==> config.mk <==
export PLATFORM = sky130hd
export DESIGN_NAME = reg_bank
export DESIGN_NICKNAME = d
export VERILOG_FILES = /design/src/rtl/reg_pkg.sv /design/src/rtl/reg_op_unit.sv /design/src/rtl/reg_bank.sv
export SDC_FILE = /design/constraint.sdc
export NUM_CORES = 1
export LEC_CHECK = 0
export ABC_AREA = 1
export CORE_UTILIZATION = 37
export CTS_CLUSTER_SIZE = 20
export DETAILED_ROUTE_END_ITERATION = 8
export PLACE_DENSITY_LB_ADDON = 0.05
export SLEW_MARGIN = 20
export SYNTH_ARGS = -nofsm -noshare
export SYNTH_HDL_FRONTEND = slang
export SYNTH_HIERARCHICAL = 1
export SYNTH_SLANG_ARGS = --single-unit
==> constraint.sdc <==
create_clock -name clk -period 3.3 [get_ports clk]
set_clock_uncertainty 0.2 [all_clocks]
set_input_delay 0.825 -clock clk [delete_from_list [all_inputs] [get_ports clk]]
set_output_delay 0.825 -clock clk [all_outputs]
set_load 0.02 [all_outputs]
==> src/rtl/reg_pkg.sv <==
// Shared types for the register bank: write operation codes.
package reg_pkg;

  localparam int REG_OP_W = 3;

  typedef enum logic [REG_OP_W-1:0] {
    OP_LOAD = 3'd0,
    OP_CLR  = 3'd1,
    OP_INC  = 3'd2,
    OP_DEC  = 3'd3,
    OP_SHL  = 3'd4,
    OP_SHR  = 3'd5,
    OP_ROL  = 3'd6,
    OP_ROR  = 3'd7
  } reg_op_t;

endpackage

==> src/rtl/reg_op_unit.sv <==
// Combinational in-place operation on one entry: result r and carry/borrow/shift-out c.
module reg_op_unit
  import reg_pkg::*;
#(
  parameter int WIDTH = 8
) (
  input  reg_op_t          op,
  input  logic [WIDTH-1:0] v,
  input  logic [WIDTH-1:0] wdata,
  output logic [WIDTH-1:0] r,
  output logic             c
);

  // Extra top bit captures carry-out on increment and borrow on decrement.
  logic [WIDTH:0] inc_ext;
  logic [WIDTH:0] dec_ext;

  assign inc_ext = {1'b0, v} + (WIDTH+1)'(1);
  assign dec_ext = {1'b0, v} - (WIDTH+1)'(1);

  always_comb begin
    r = '0;
    c = 1'b0;
    case (op)
      OP_LOAD: r = wdata;
      OP_CLR:  r = '0;
      OP_INC:  {c, r} = inc_ext;
      OP_DEC:  {c, r} = dec_ext;
      OP_SHL:  begin r = {v[WIDTH-2:0], 1'b0};     c = v[WIDTH-1]; end
      OP_SHR:  begin r = {1'b0, v[WIDTH-1:1]};     c = v[0];       end
      OP_ROL:  begin r = {v[WIDTH-2:0], v[WIDTH-1]}; c = v[WIDTH-1]; end
      OP_ROR:  begin r = {v[0], v[WIDTH-1:1]};     c = v[0];       end
      default: begin r = '0; c = 1'b0; end
    endcase
  end

endmodule

==> src/rtl/reg_bank.sv <==
// DEPTH x WIDTH register bank with one op-applying write port, one registered
// read port (no forwarding) and carry/zero flags from the last accepted write.
module reg_bank
  import reg_pkg::*;
#(
  parameter  int WIDTH = 8,
  parameter  int DEPTH = 4,
  localparam int AW    = (DEPTH > 1) ? $clog2(DEPTH) : 1
) (
  input  logic             clk,
  input  logic             rst,
  input  logic             we,
  input  reg_op_t          op,
  input  logic [AW-1:0]    waddr,
  input  logic [WIDTH-1:0] wdata,
  input  logic [AW-1:0]    raddr,
  output logic [WIDTH-1:0] rdata,
  output logic             carry,
  output logic             zero
);

  logic [DEPTH-1:0][WIDTH-1:0] mem;
  logic                        wok;
  logic                        rok;
  logic [WIDTH-1:0]            v;
  logic [WIDTH-1:0]            r;
  logic                        c;

  // When DEPTH fills the address space every address is in range.
  if (DEPTH == (1 << AW)) begin : g_full
    assign wok = 1'b1;
    assign rok = 1'b1;
  end else begin : g_part
    assign wok = (waddr < AW'(DEPTH));
    assign rok = (raddr < AW'(DEPTH));
  end

  assign v = wok ? mem[waddr] : '0;

  reg_op_unit #(.WIDTH(WIDTH)) u_op (
    .op    (op),
    .v     (v),
    .wdata (wdata),
    .r     (r),
    .c     (c)
  );

  always_ff @(posedge clk) begin
    if (rst) begin
      mem   <= '0;
      rdata <= '0;
      carry <= 1'b0;
      zero  <= 1'b0;
    end else begin
      // Read samples the pre-write contents; same-address writes show up a cycle later.
      rdata <= rok ? mem[raddr] : '0;
      if (we && wok) begin
        mem[waddr] <= r;
        carry      <= c;
        zero       <= (r == '0);
      end
    end
  end

endmodule
### Word level (Yosys, flattened, before mapping)

Index checks and enable logic that the tools add are counted.

| storage, ports and cells | value |
|---|---|
| input bits | 18 |
| register bits after elaboration | 42 |
| output and inout bits | 10 |
| logic and storage cells | 33 |

| operators by class | value |
|---|---|
| add/sub/neg operators | 2 |
| $lt $le $gt $ge | 3 |
| eq/ne operators | 7 |
| reduce and logical (&&, ||, !) cells | 5 |
| muxes and demuxes | 9 |

Operators by type and width:

| operator | number |
|---|---|
| one-hot mux 8 bit (8 select lines) | 1 |
| binary-select mux 8 bit (select 2 bit) | 2 |
| bitwise mux 32 bit | 1 |
| 2-to-1 mux 8 bit | 3 |
| demux 8 bit (select 2 bit) | 1 |
| equality test 3 bit (second input constant) | 4 |
| adder 8 x 1 -> 9 bit (second input constant) | 1 |
| subtractor 8 x 1 -> 9 bit (second input constant) | 1 |
| logical NOT 8 bit | 1 |
| equality test 3 x 2 -> 1 bit (second input constant) | 2 |
| < comparator 2 x 3 -> 1 bit (second input constant) | 2 |
| one-hot mux 1 bit (4 select lines) | 1 |
| OR reduction 2 bit | 2 |
| equality test 3 x 1 -> 1 bit (second input constant) | 1 |
| logical NOT 3 bit | 1 |
| greater-or-equal comparator 2 x 1 -> 1 bit (second input constant) | 1 |
| logical AND 1 bit | 1 |

### Logic depth before layout (Yosys ltp)

| depth | value |
|---|---|
| depth in word-level cells | 5 |
| depth in mapped cells | 18 |
| mapped depth without buffers | 15 |

### Cells and area by module

Netlist, hierarchy kept.

Modules (own cells, without submodules):

| module | cells each | area an instance (um^2) | times used | sequential area each (um^2) |
|---|---|---|---|---|
| reg_bank | 266 | 1,939.4 | 1 | 840.8 |
| reg_op_unit | 132 | 659.4 | 1 | 0.0 |

### Worst setup path after synthesis

Ideal clock, no wire load.

| path | value |
|---|---|
| kind | input port to flip-flop |
| start | input waddr[0] |
| end | register zero |
| path slack | 238 ps |
| stages | 14 |
| arrival time | 2,792 ps |
| required time | 3,030 ps |
| buffers on the path | 2 |
| setup time | 70 ps |
| cells stage by stage | buf_6 inv_2 nor2_4 buf_6 nand2_1 o2111ai_1 inv_1 ha_1 a21oi_1 nand4_1 or2_2 nor2_1 nand2_1 a21oi_1 |

| between the ends | value |
|---|---|
| cells in the longest elaborated chain, start to end | 5 |
| elaborated cells between the ends (all ways) | 6 |
| classes of those cells | 2 x add/sub; 3 x mux; 1 x reduce/logical |

RTL lines:

| element | RTL line | source |
|---|---|---|
| start: declaration | reg_bank.sv:14 | `input logic [AW-1:0] waddr,` |
| binary-select mux 8 bit (select 2 bit) * | reg_bank.sv:38 | `assign v = wok ? mem[waddr] : '0;` |
| 2-to-1 mux 8 bit (implied by the code) * | reg_bank.sv:38 |  |
| named net v[0] | reg_bank.sv:25 | `logic [WIDTH-1:0] v;` |
| subtractor 8 x 1 -> 9 bit / adder 8 x 1 -> 9 bit (equally long branches) | reg_op_unit.sv:19, reg_op_unit.sv:18 |  |
| one-hot mux 8 bit (8 select lines) * | reg_op_unit.sv:24 | `case (op)` |
| named net r[1] | reg_bank.sv:26 | `logic [WIDTH-1:0] r;` |
| logical NOT 8 bit * | reg_bank.sv:60 | `zero <= (r == '0);` |
| end signal: assignment | reg_bank.sv:60 |  |
| end: declaration | reg_bank.sv:19 | `output logic zero` |

Mark *: on every way through the listed nets, which the timed path passes. The rest lies on a longest branch. The select of a mux whose other input is x is not followed.
A chain may end at the register's enable or synchronous reset.

### Worst setup path in the final report

| path | value |
|---|---|
| start | input waddr[1] |
| end | register mem[7] in the netlist's numbering |

| between the ends | value |
|---|---|
| cells in the longest elaborated chain, start to end | 5 |
| elaborated cells between the ends (all ways) | 11 |
| classes of those cells | 2 x add/sub; 2 x order compare; 6 x mux; 1 x reduce/logical |

RTL lines:

| element | RTL line | source |
|---|---|---|
| binary-select mux 8 bit (select 2 bit) * | reg_bank.sv:38 |  |
| 2-to-1 mux 8 bit (implied by the code) * | reg_bank.sv:38 |  |
| named net v[2] | reg_bank.sv:25 |  |
| subtractor 8 x 1 -> 9 bit / adder 8 x 1 -> 9 bit (equally long branches) | reg_op_unit.sv:19, reg_op_unit.sv:18 |  |
| one-hot mux 8 bit (8 select lines) * | reg_op_unit.sv:24 |  |
| named net r[7] | reg_bank.sv:26 |  |
| bitwise mux 32 bit * | reg_bank.sv:58 | `mem[waddr] <= r;` |
| end signal: indexed assignment | reg_bank.sv:58 |  |
| end: declaration | reg_bank.sv:22 | `logic [DEPTH-1:0][WIDTH-1:0] mem;` |

Marks and branches as above.

==> flow_summary.json <==
{
  "status": "finished, final reports clean",
  "die_h_um": 85.8,
  "worstPathArrival_ns": 2.84,
  "wirelength_um": 8010,
  "yosysMostFrequentCell": "nand2_1",
  "post_cts_resized": 0,
  "relSlewSlack": 0.512,
  "place_inst": 547,
  "async_flop_share": 0,
  "timing_hold_violations_final": 0,
  "r2r-start": "mem[24]",
  "area_growth_pct": 29.4,
  "dpl.hpwl_um": 5890,
  "crit_path_start": "waddr[1]",
  "finalSetupViolations": 0,
  "clkTransAtPathRegs_ns": 0.09,
  "antenna_cells": 0,
  "synth_flop_cell": "dfxtp_1",
  "min-delay-start": "mem[21]",
  "max_freq_ghz": 0.350,
  "grt_max_degree": 26,
  "m1WireLength_um": 4030,
  "placement.io_buffers": 27,
  "final_util": 0.495,
  "synth-warning-count": 6,
  "wl_met3_um": 351,
  "finalCritPeriodShare": 0.866,
  "cts_setup_buffers": 0,
  "startpoint_type": "primary input",
  "top_layer_used": "met4",
  "cts_buffers": 5,
  "required_ns": 3.28,
  "start_util": 0.383,
  "p_per_area_mw_per_mm2": 369,
  "synth_seq_cells": 42,
  "ant_nets": 0,
  "remaining_drc_errors": 0,
  "crit_path_max_fanout": 7,
  "worst_pin_slew_ns": 0.729,
  "place_congestion": 0.887,
  "synth-seq-area-share": 0.324,
  "synthDistinctLibCells": 30,
  "cts.sinks": 42,
  "die-width_um": 85.8,
  "fin_nets": 478,
  "wl_met2_um": 3490,
  "cts_htree_levels": 2,
  "yosysTopAreaCell": "dfxtp_1",
  "viasPerCell": 5.13,
  "multiInputGateArea_mm2": 0.00152,
  "synth_common_cells": "nand2_1 (91), nor2_1 (43), dfxtp_1 (42)",
  "insertion_delay_ns": 0.30,
  "avgSynthCellArea_um2": 6.53,
  "holdWs_ns": 0.283,
  "critical_path.max_stage_delay_ns": 0.26,
  "wire_per_inst_um": 14.4,
  "finalPower_uw": 1240,
  "critical_path.cell_chain": "dlymetal6s2s_1 -> nand2_2 -> buf_4 -> o2111ai_1 -> buf_4 -> inv_2 -> nand2_1 -> nor2_1 -> nand3_1 -> nand3_1 -> nand4_1 -> buf_4 -> o21ai_0 -> nor2_1",
  "crit_path_frequent_cell": "buf_4",
  "groute.usage.overall": 0.228,
  "grt_overflow": 0,
  "ff_latch_area_um2": 841,
  "syn-num-nets": 418,
  "root_buffer": "clkbuf_8",
  "drt_first_pass_iters": 4,
  "final_cells": 555,
  "rsz0062_at_grt": "no",
  "die_area_mm2": 0.00736,
  "yosysTopAreaCellShare": 0.324,
  "cts_tree": "built",
  "cts-hold-fix-buffers": 0,
  "hp-class": "flip-flop to flip-flop",
  "fin_crit_ns": 2.86,
  "crit_slowest_cell": "nor2_1",
  "critPathTopFamily": "simple AND/OR/NAND/NOR gates",
  "ys_top_cells_by_area": "dfxtp_1 (32%), nand2_1 (13%), nand3_1 (7.7%), a21oi_1 (7.3%), nor2_1 (6.2%)",
  "drv_cap": 0,
  "syn-cell-area_mm2": 0.00260,
  "finalMaxSlewViolations": 0,
  "io_pins": 28,
  "rows": 30,
  "cts_buffer_depth": 2,
  "grt_pass1_wl_um": 13000,
  "drive_gt1_frac": 0.183,
  "cp-end-kind": "flip-flop",
  "drt_iter0_drc": 170,
  "grt_pass1_vias": 2675,
  "setup_tns_ns": 0,
  "vias": 2846,
  "peakVddDrop_mv": 0.266,
  "syn_inst": 398,
  "power_leakage_uw": 0.00135,
  "worst-path-buf-inv": 5,
  "antenna_found_initial": 0,
  "setup.worst_path.class": "primary input to flip-flop",
  "num-fill-cells": 695,
  "core_mm2": 0.00679,
  "synth_edf_count": 0
}
==> worst min-delay path: stages (launching register included) <==
cell and delay (ns):
dfxtp_1 0.33, nand2_1 0.06, a21oi_1 0.05
==> layer usage <==
layer | vias up | track usage
li1 | 1457 | -
met1 | 1289 | 0.322
met2 | 85 | 0.351
met3 | 15 | 0.0395
met4 | 0 | 0.0742
met5 | - | 0
==> state kept, by name (all words and copies together), names as in the netlist <==
register,cells
rdata,8
mem,32
zero,1
carry,1
==> cell usage in the layout, fill, tap and decap left out, drive strengths merged, types with 10 or more instances in the layout <==
cell,n
nand3,42
clkdlybuf4s50,25
a21oi,38
o21ai,32
dfxtp,42
inv,41
buf,45
nand4,10
nor2,50
nand2,94
==> through the flow <==
stage               cell area (µm²)  setup WS [ns]
detailed placement             3190         -0.254
global route                   3360          0.316
finish                         3360          0.441
global placement               3190         -0.263
CTS                            3300         0.0398
floorplan                      2600          0.238
==> worst paths after layout <==
kind | endpoint | slack (ns) | cells past startpoint
setup / recovery | mem[7] | 0.44 | 14
setup reg to reg | zero | 1.06 | 11
hold / removal | mem[21] | 0.28 | 2
hold reg to reg | mem[21] | 0.28 | 2
==> report_power, final <==
group          switching [µW]  leakage [µW]  total (µW)  internal [µW]
logic                     172      0.000951         296            124
registers                10.6      0.000342         539            528
clock network             179     0.0000524         405            227
==> cells by family after synthesis <==
group / share of synthesized area
AOI/OAI and AO/OA: 0.201
xor gates and xnor gates: 0.00337
adders and majority gates: 0.00963
buffers and inverters: 0.114
DFF: 0.324
and+or+nand+nor: 0.349
==> area by class of cell <==
type,instances,area share
Inverter,43,0.0480
Timing Repair Buffer,72,0.183
Clock buffer,7,0.0227
Sequential cell,42,0.250
Clock inverter,1,0.00893
Multi-Input combinational cell,294,0.451
Tap cell,96,0.0357
(Power assumes the default switching activity.)
